### src/rtl/ddr4_mc_ecc_err_log.sv
// ddr4_mc_ecc_err_log: counts ECC CE/UE beats, captures first error address per class, raises a level interrupt
module ddr4_mc_ecc_err_log #(
  parameter int TCQ             = 100,
  parameter int nCK_PER_CLK     = 4,
  parameter int ADDR_FIFO_WIDTH = 52,
  parameter int CNT_WIDTH       = 16
) (
  input  logic                         i_clk,
  input  logic                         i_rst_n,
  input  logic [2*nCK_PER_CLK-1:0]     i_ecc_single,
  input  logic [2*nCK_PER_CLK-1:0]     i_ecc_multiple,
  input  logic [ADDR_FIFO_WIDTH-1:0]   i_ecc_err_addr,
  input  logic [CNT_WIDTH-1:0]         i_ce_thresh,
  input  logic                         i_ce_irq_en,
  input  logic                         i_ue_irq_en,
  input  logic                         i_clr_ce,
  input  logic                         i_clr_ue,
  output logic [CNT_WIDTH-1:0]         o_ce_cnt,
  output logic [CNT_WIDTH-1:0]         o_ue_cnt,
  output logic [ADDR_FIFO_WIDTH-1:0]   o_ce_addr,
  output logic [ADDR_FIFO_WIDTH-1:0]   o_ue_addr,
  output logic [2*nCK_PER_CLK-1:0]     o_ce_beats,
  output logic [2*nCK_PER_CLK-1:0]     o_ue_beats,
  output logic                         o_ce_valid,
  output logic                         o_ue_valid,
  output logic                         o_ce_ovfl,
  output logic                         o_ue_ovfl,
  output logic                         o_ecc_irq
);
  localparam int NB = 2 * nCK_PER_CLK;
  localparam int SW = CNT_WIDTH + 4;
  // flop timing is modelled by the registers themselves; TCQ is kept only for interface compatibility
  logic w_unused_tcq;
  assign w_unused_tcq = ^TCQ;
  // a beat flagged in both vectors is treated as uncorrectable only
  logic [NB-1:0] w_ce_mask, w_ue_mask;
  assign w_ce_mask = i_ecc_single & ~i_ecc_multiple;
  assign w_ue_mask = i_ecc_multiple;
  // class 0 = CE, class 1 = UE; identical counter + capture FSM per class
  for (genvar c = 0; c < 2; c++) begin : g_cls
    typedef enum logic [1:0] {EMPTY, HELD, OVFL} state_t;
    state_t                       r_state, w_state_nxt;
    logic [NB-1:0]                w_m;
    logic                         w_clr, w_evt, w_load, w_valid_nxt;
    logic [SW-1:0]                w_pop, w_sum;
    logic [CNT_WIDTH-1:0]         w_base, w_cnt_nxt;
    logic [CNT_WIDTH-1:0]         r_cnt;
    logic [ADDR_FIFO_WIDTH-1:0]   r_addr;
    logic [NB-1:0]                r_beats;
    logic                         r_valid, r_ovfl;
    assign w_m   = (c == 0) ? w_ce_mask : w_ue_mask;
    assign w_clr = (c == 0) ? i_clr_ce : i_clr_ue;
    assign w_evt = |w_m;
    // population count of this cycle's flagged beats
    always_comb begin
      w_pop = '0;
      for (int b = 0; b < NB; b++) w_pop = w_pop + SW'(w_m[b]);
    end
    // clear applies before the event, so a colliding event restarts the count from zero
    assign w_base      = w_clr ? '0 : r_cnt;
    assign w_sum       = SW'(w_base) + w_pop;
    assign w_cnt_nxt   = (|w_sum[SW-1:CNT_WIDTH]) ? '1 : w_sum[CNT_WIDTH-1:0];
    assign w_state_nxt = w_clr ? (w_evt ? HELD : EMPTY) :
                         !w_evt ? r_state :
                         (r_state == EMPTY) ? HELD : OVFL;
    assign w_load      = w_evt & (w_clr | (r_state == EMPTY));
    assign w_valid_nxt = w_state_nxt != EMPTY;
    // capture FSM with registered count, address, beat mask and status flags
    always_ff @(posedge i_clk or negedge i_rst_n) begin
      if (!i_rst_n) begin
        r_state <= EMPTY;
        r_cnt   <= '0;
        r_addr  <= '0;
        r_beats <= '0;
        r_valid <= 1'b0;
        r_ovfl  <= 1'b0;
      end else begin
        r_state <= w_state_nxt;
        r_cnt   <= w_cnt_nxt;
        r_valid <= w_valid_nxt;
        r_ovfl  <= w_state_nxt == OVFL;
        if (w_load) begin
          r_addr  <= i_ecc_err_addr;
          r_beats <= w_m;
        end else if (w_clr) begin
          r_addr  <= '0;
          r_beats <= '0;
        end
      end
    end
  end
  assign o_ce_cnt   = g_cls[0].r_cnt;
  assign o_ue_cnt   = g_cls[1].r_cnt;
  assign o_ce_addr  = g_cls[0].r_addr;
  assign o_ue_addr  = g_cls[1].r_addr;
  assign o_ce_beats = g_cls[0].r_beats;
  assign o_ue_beats = g_cls[1].r_beats;
  assign o_ce_valid = g_cls[0].r_valid;
  assign o_ue_valid = g_cls[1].r_valid;
  assign o_ce_ovfl  = g_cls[0].r_ovfl;
  assign o_ue_ovfl  = g_cls[1].r_ovfl;
  logic w_irq_nxt;
  assign w_irq_nxt = (i_ce_irq_en & (i_ce_thresh != '0) & (g_cls[0].w_cnt_nxt >= i_ce_thresh)) |
                     (i_ue_irq_en & g_cls[1].w_valid_nxt);
  // level interrupt, registered from next-state counts so it tracks the outputs
  always_ff @(posedge i_clk or negedge i_rst_n) begin
    if (!i_rst_n) o_ecc_irq <= 1'b0;
    else          o_ecc_irq <= w_irq_nxt;
  end
endmodule

### config.mk
export PLATFORM = sky130hd
export DESIGN_NAME = ddr4_mc_ecc_err_log
export DESIGN_NICKNAME = d
export VERILOG_FILES = /design/src/rtl/ddr4_mc_ecc_err_log.sv
export SDC_FILE = /design/constraint.sdc
export NUM_CORES = 1
export LEC_CHECK = 0
export BUFFER_PORTS_ARGS = -buffer_cell sky130_fd_sc_hd__buf_2
export CORE_MARGIN = 5
export CORE_UTILIZATION = 50
export CTS_CLUSTER_DIAMETER = 30
export DETAILED_ROUTE_END_ITERATION = 12
export GPL_TIMING_DRIVEN = 0
export PLACE_DENSITY = 0.8
export RECOVER_POWER = 100
export SETUP_SLACK_MARGIN = 0.05
export SLEW_MARGIN = 20
export SYNTH_ARGS = -nofsm -noshare
export SYNTH_HDL_FRONTEND = slang
export SYNTH_SLANG_ARGS = --single-unit
### constraint.sdc
create_clock -name i_clk -period 8.4 [get_ports i_clk]
set_input_delay 0 -clock i_clk [delete_from_list [all_inputs] [get_ports i_clk]]
set_output_delay 0 -clock i_clk [all_outputs]
set_load 0.005 [all_outputs]
==> results_dict.tcl <==
set metrics [dict create \
    cts-root-buf "clkbuf_16" \
    grt_most_used_layer "met2" \
    clk_latency_ps 420 \
    detail_route.wl_per_cell_um 17.6 \
    gr-usage-met3_pct 7.09 \
    antenna_found_initial 0 \
    period_minus_slack_ps 6750 \
    cap_violations 1 \
    drive_above_1_share_pct 14.6 \
    ir_drop_mv 0.146 \
    clock.fmax_mhz 148 \
    fp-row-count 45 \
    rsz0062_at_grt "no" \
    dpl-instance-area_um2 9220 \
    num_io_pins 247 \
    grt_pass1_wl_um 37900 \
    cts_buffers 17 \
    report.final.hold_viol_count 0 \
    dp.cells 1260 \
    cts_buffer_depth 2 \
    period_share_pct 80.4 \
    yosysTopAreaCellShare_pct 52.2 \
    post_cts_resized 0 \
    layout.nets 1289 \
    fin_worst_skew_ps 9.96 \
    hpwlAfterDp_um 16600 \
    final_cells 1360 \
    reg2reg_to "o_ecc_irq" \
    tns_ps 0 \
    cp-start-kind "primary input" \
    synth.net_count 956 \
    r2r_cells 22 \
    netlist_area_um2 7720 \
    crit_type "primary input to register" \
    io_buffers 245 \
    multi_input_area_um2 3070 \
    die_x_um 134 \
    grt_start_max_net_pins 86 \
    htree_levels 4 \
    clkTransAtPathRegs_ps 60 \
    worstMarginPinSlew_ps 4720 \
    pwr_density_cell_nw_per_um2 216 \
    synth_cells 826 \
    reg2reg_from "o_ce_cnt[0]" \
    wirelength_um 23900 \
    status "complete, but fails checks" \
    grt_use_met2_pct 43.7 \
    yosysWarnings 0 \
    drt_iter0_drc 372 \
    crit_end "o_ecc_irq" \
    area_delta_synth_final_pct 32.8 \
    postRouteAntennaNets 0 \
    synth.distinct_cells 56 \
    synth_edf_count 0 \
    synth_area_leaders "dfrtp_1 52%, nand2_1 6.9%, o21ai_0 5.3%" \
    cp.required_ps 8700 \
    cts_num_sinks 161 \
    insertedDiodeCount 0 \
    p_total_w 0.00221 \
    die-height_um 134 \
    ys_ff_latch 161 \
    seqCellArea_um2 4030 \
    critPathArrivalTime_ps 7050 \
    overflow 0 \
    vias 7298 \
    dieArea_um2 18000 \
    grt_usage_pct 26.4 \
    worstPathMaxFanout 10 \
    r2r_slack_ps 2260 \
    vias_per_cell 5.37 \
    final.fill_count 1249 \
    endpoint_kind "register" \
    synthFlopType "dfrtp_1" \
    crit_path_start "i_ecc_multiple[0]" \
    p_leak_nw 5.04 \
    grtUsageMet1_pct 33.2 \
    place_congestion 0.853 \
    final_max_slew_viol_count 85 \
    design_area_um2 10300 \
    final-setup-viol-count 0 \
    drc 0 \
    cts_tree "yes" \
    violations "max-capacitance violations, max-slew violations" \
    core_area_um2 15100 \
    hold_class "primary input to register" \
    maxSlewHeadroom_pct -215 \
    grt_pass1_vias 7366 \
    syn_avg_cell_area_um2 9.34 \
    postSynth.asyncResetShare_pct 100 \
    yosysTopAreaCell "dfrtp_1" \
    initial_utilization_pct 51.0 \
    postCtsSetupRepairBufs 0 \
    ys_seq_area_share_pct 52.2 \
    firstDrtPassIters 4 \
    whs_ps 5.56 \
]
==> how the worst min path moves through the flow <==
stage	to	cells after the start	start	slack (ps)
after floorplan	g_cls[0].r_state[0]	0	i_rst_n	-300
after global placement	o_ue_addr[45]	3	i_ecc_err_addr[45]	220
after detailed placement	o_ue_cnt[12]	1	i_rst_n	50
after CTS	o_ce_beats[1]	3	i_ecc_single[1]	8
after global routing	o_ce_beats[1]	3	i_ecc_single[1]	20
final	o_ce_beats[0]	3	i_ecc_single[0]	6
==> Yosys cell counts (all sizes together) (2+ instances only) <==
| library cell | count |
|---|---|
| mux2i | 2 |
| a311oi | 2 |
| nand4 | 6 |
| clkbuf | 29 |
| a21oi | 18 |
| inv | 92 |
| a31oi | 5 |
| nor4 | 3 |
| xor2 | 7 |
| nor2 | 15 |
| nand2 | 141 |
| o21ai | 138 |
| o211ai | 3 |
| and3 | 3 |
| a21boi | 3 |
| a21o | 4 |
| or4 | 4 |
| dfrtp | 161 |
| nor3 | 9 |
| nand2b | 12 |
| nor2b | 10 |
| fa | 10 |
| ha | 30 |
| a22o | 2 |
| xnor2 | 10 |
| nand3 | 71 |
| and2 | 2 |
| buf | 15 |
==> worst max-delay path, cell delays in order <==
cell and delay (ps):
dlygate4sd3_1 540, clkbuf_1 170, inv_1 100, nand2_1 130, fa_1 530, fa_1 560
inv_1 60, fa_1 470, inv_1 90, fa_1 190, inv_1 60, fa_1 410
a21o_1 180, a21oi_1 390, nor2_1 230, nand3_1 230, clkbuf_1 360, o21ai_0 230
ha_1 350, a21oi_1 130, o21a_1 120, o221ai_1 120, a22oi_1 150, dlygate4sd3_1 560
o21ai_0 100, dlygate4sd3_1 600
==> final cells by class <==
cell class | instances | share of cell area (%)
clock inverter | 10 | 1.22
clock buffer | 22 | 4.72
tap | 188 | 2.29
buffer | 44 | 1.62
timing repair buffer | 314 | 17.5
sequential | 161 | 39.3
multi-input combinational | 529 | 30.0
inverter | 92 | 3.37
==> layer usage <==
metal	share of wire [%]	vias up
li1	-	3428
met1	41	3540
met2	49	260
met3	5.9	70
met4	4.0	0
met5	0	-
==> where the power goes <==
part | switching [W] | internal [W]
registers | 0.0000511 | 0.000864
logic | 0.000293 | 0.000207
clock network | 0.000324 | 0.000473
total | 0.000668 | 0.00154
==> registers in the layout (all words and copies together) (netlist names), 4 cells and up <==
signal / count
o_ce_addr: 52
o_ue_beats: 8
o_ue_addr: 52
o_ce_cnt: 16
o_ue_cnt: 16
o_ce_beats: 8
g_cls.r_state: 4
==> logic make-up after synthesis <==
family / Yosys count / share of synthesized area (%)
xor gates and xnor gates: 17 / 1.93
adders and majority gates: 40 / 7.46
buffers and inverters: 136 / 7.42
and+or+nand+nor: 283 / 17.2
DFF: 161 / 52.2
muxes: 2 / 0.259
AOI/OAI and AO/OA: 187 / 13.6
==> what timing repair did <==
action / in CTS / in global routing
hold buffers: 68 / 0
endpoints found under the setup margin: 0 / 0
endpoints found under the hold margin: 202 / 0
==> cells in the final DEF, fill, tap and decap left out, types with 3 or more instances in the layout <==
master and n:
or4_1 4, xor2_1 7, clkbuf_1 152, nand2b_1 12, clkinv_4 5, dfrtp_1 161, buf_2 136, a21o_1 4
nand4_1 6, a31oi_1 5, nand2_1 141, a21oi_1 18, fa_1 10, nor4_1 3, o21ai_0 130, dlygate4sd3_1 68
o211ai_1 3, nor2_1 15, and3_1 3, nor3_1 9, clkbuf_16 17, xnor2_1 10, nand3_1 71, o21ai_1 7
ha_1 30, inv_1 92, clkbuf_8 4, nor2b_1 10, a21boi_0 3
==> through the flow <==
stage	setup slack [ps]	util, %
final	1650	67.7
after global routing	1240	67.7
after CTS	1800	69.4
after detailed placement	2910	60.9
after global placement	3000	60.6
after floorplan	3780	-
Note: power is estimated with default switching activity, not from simulation.
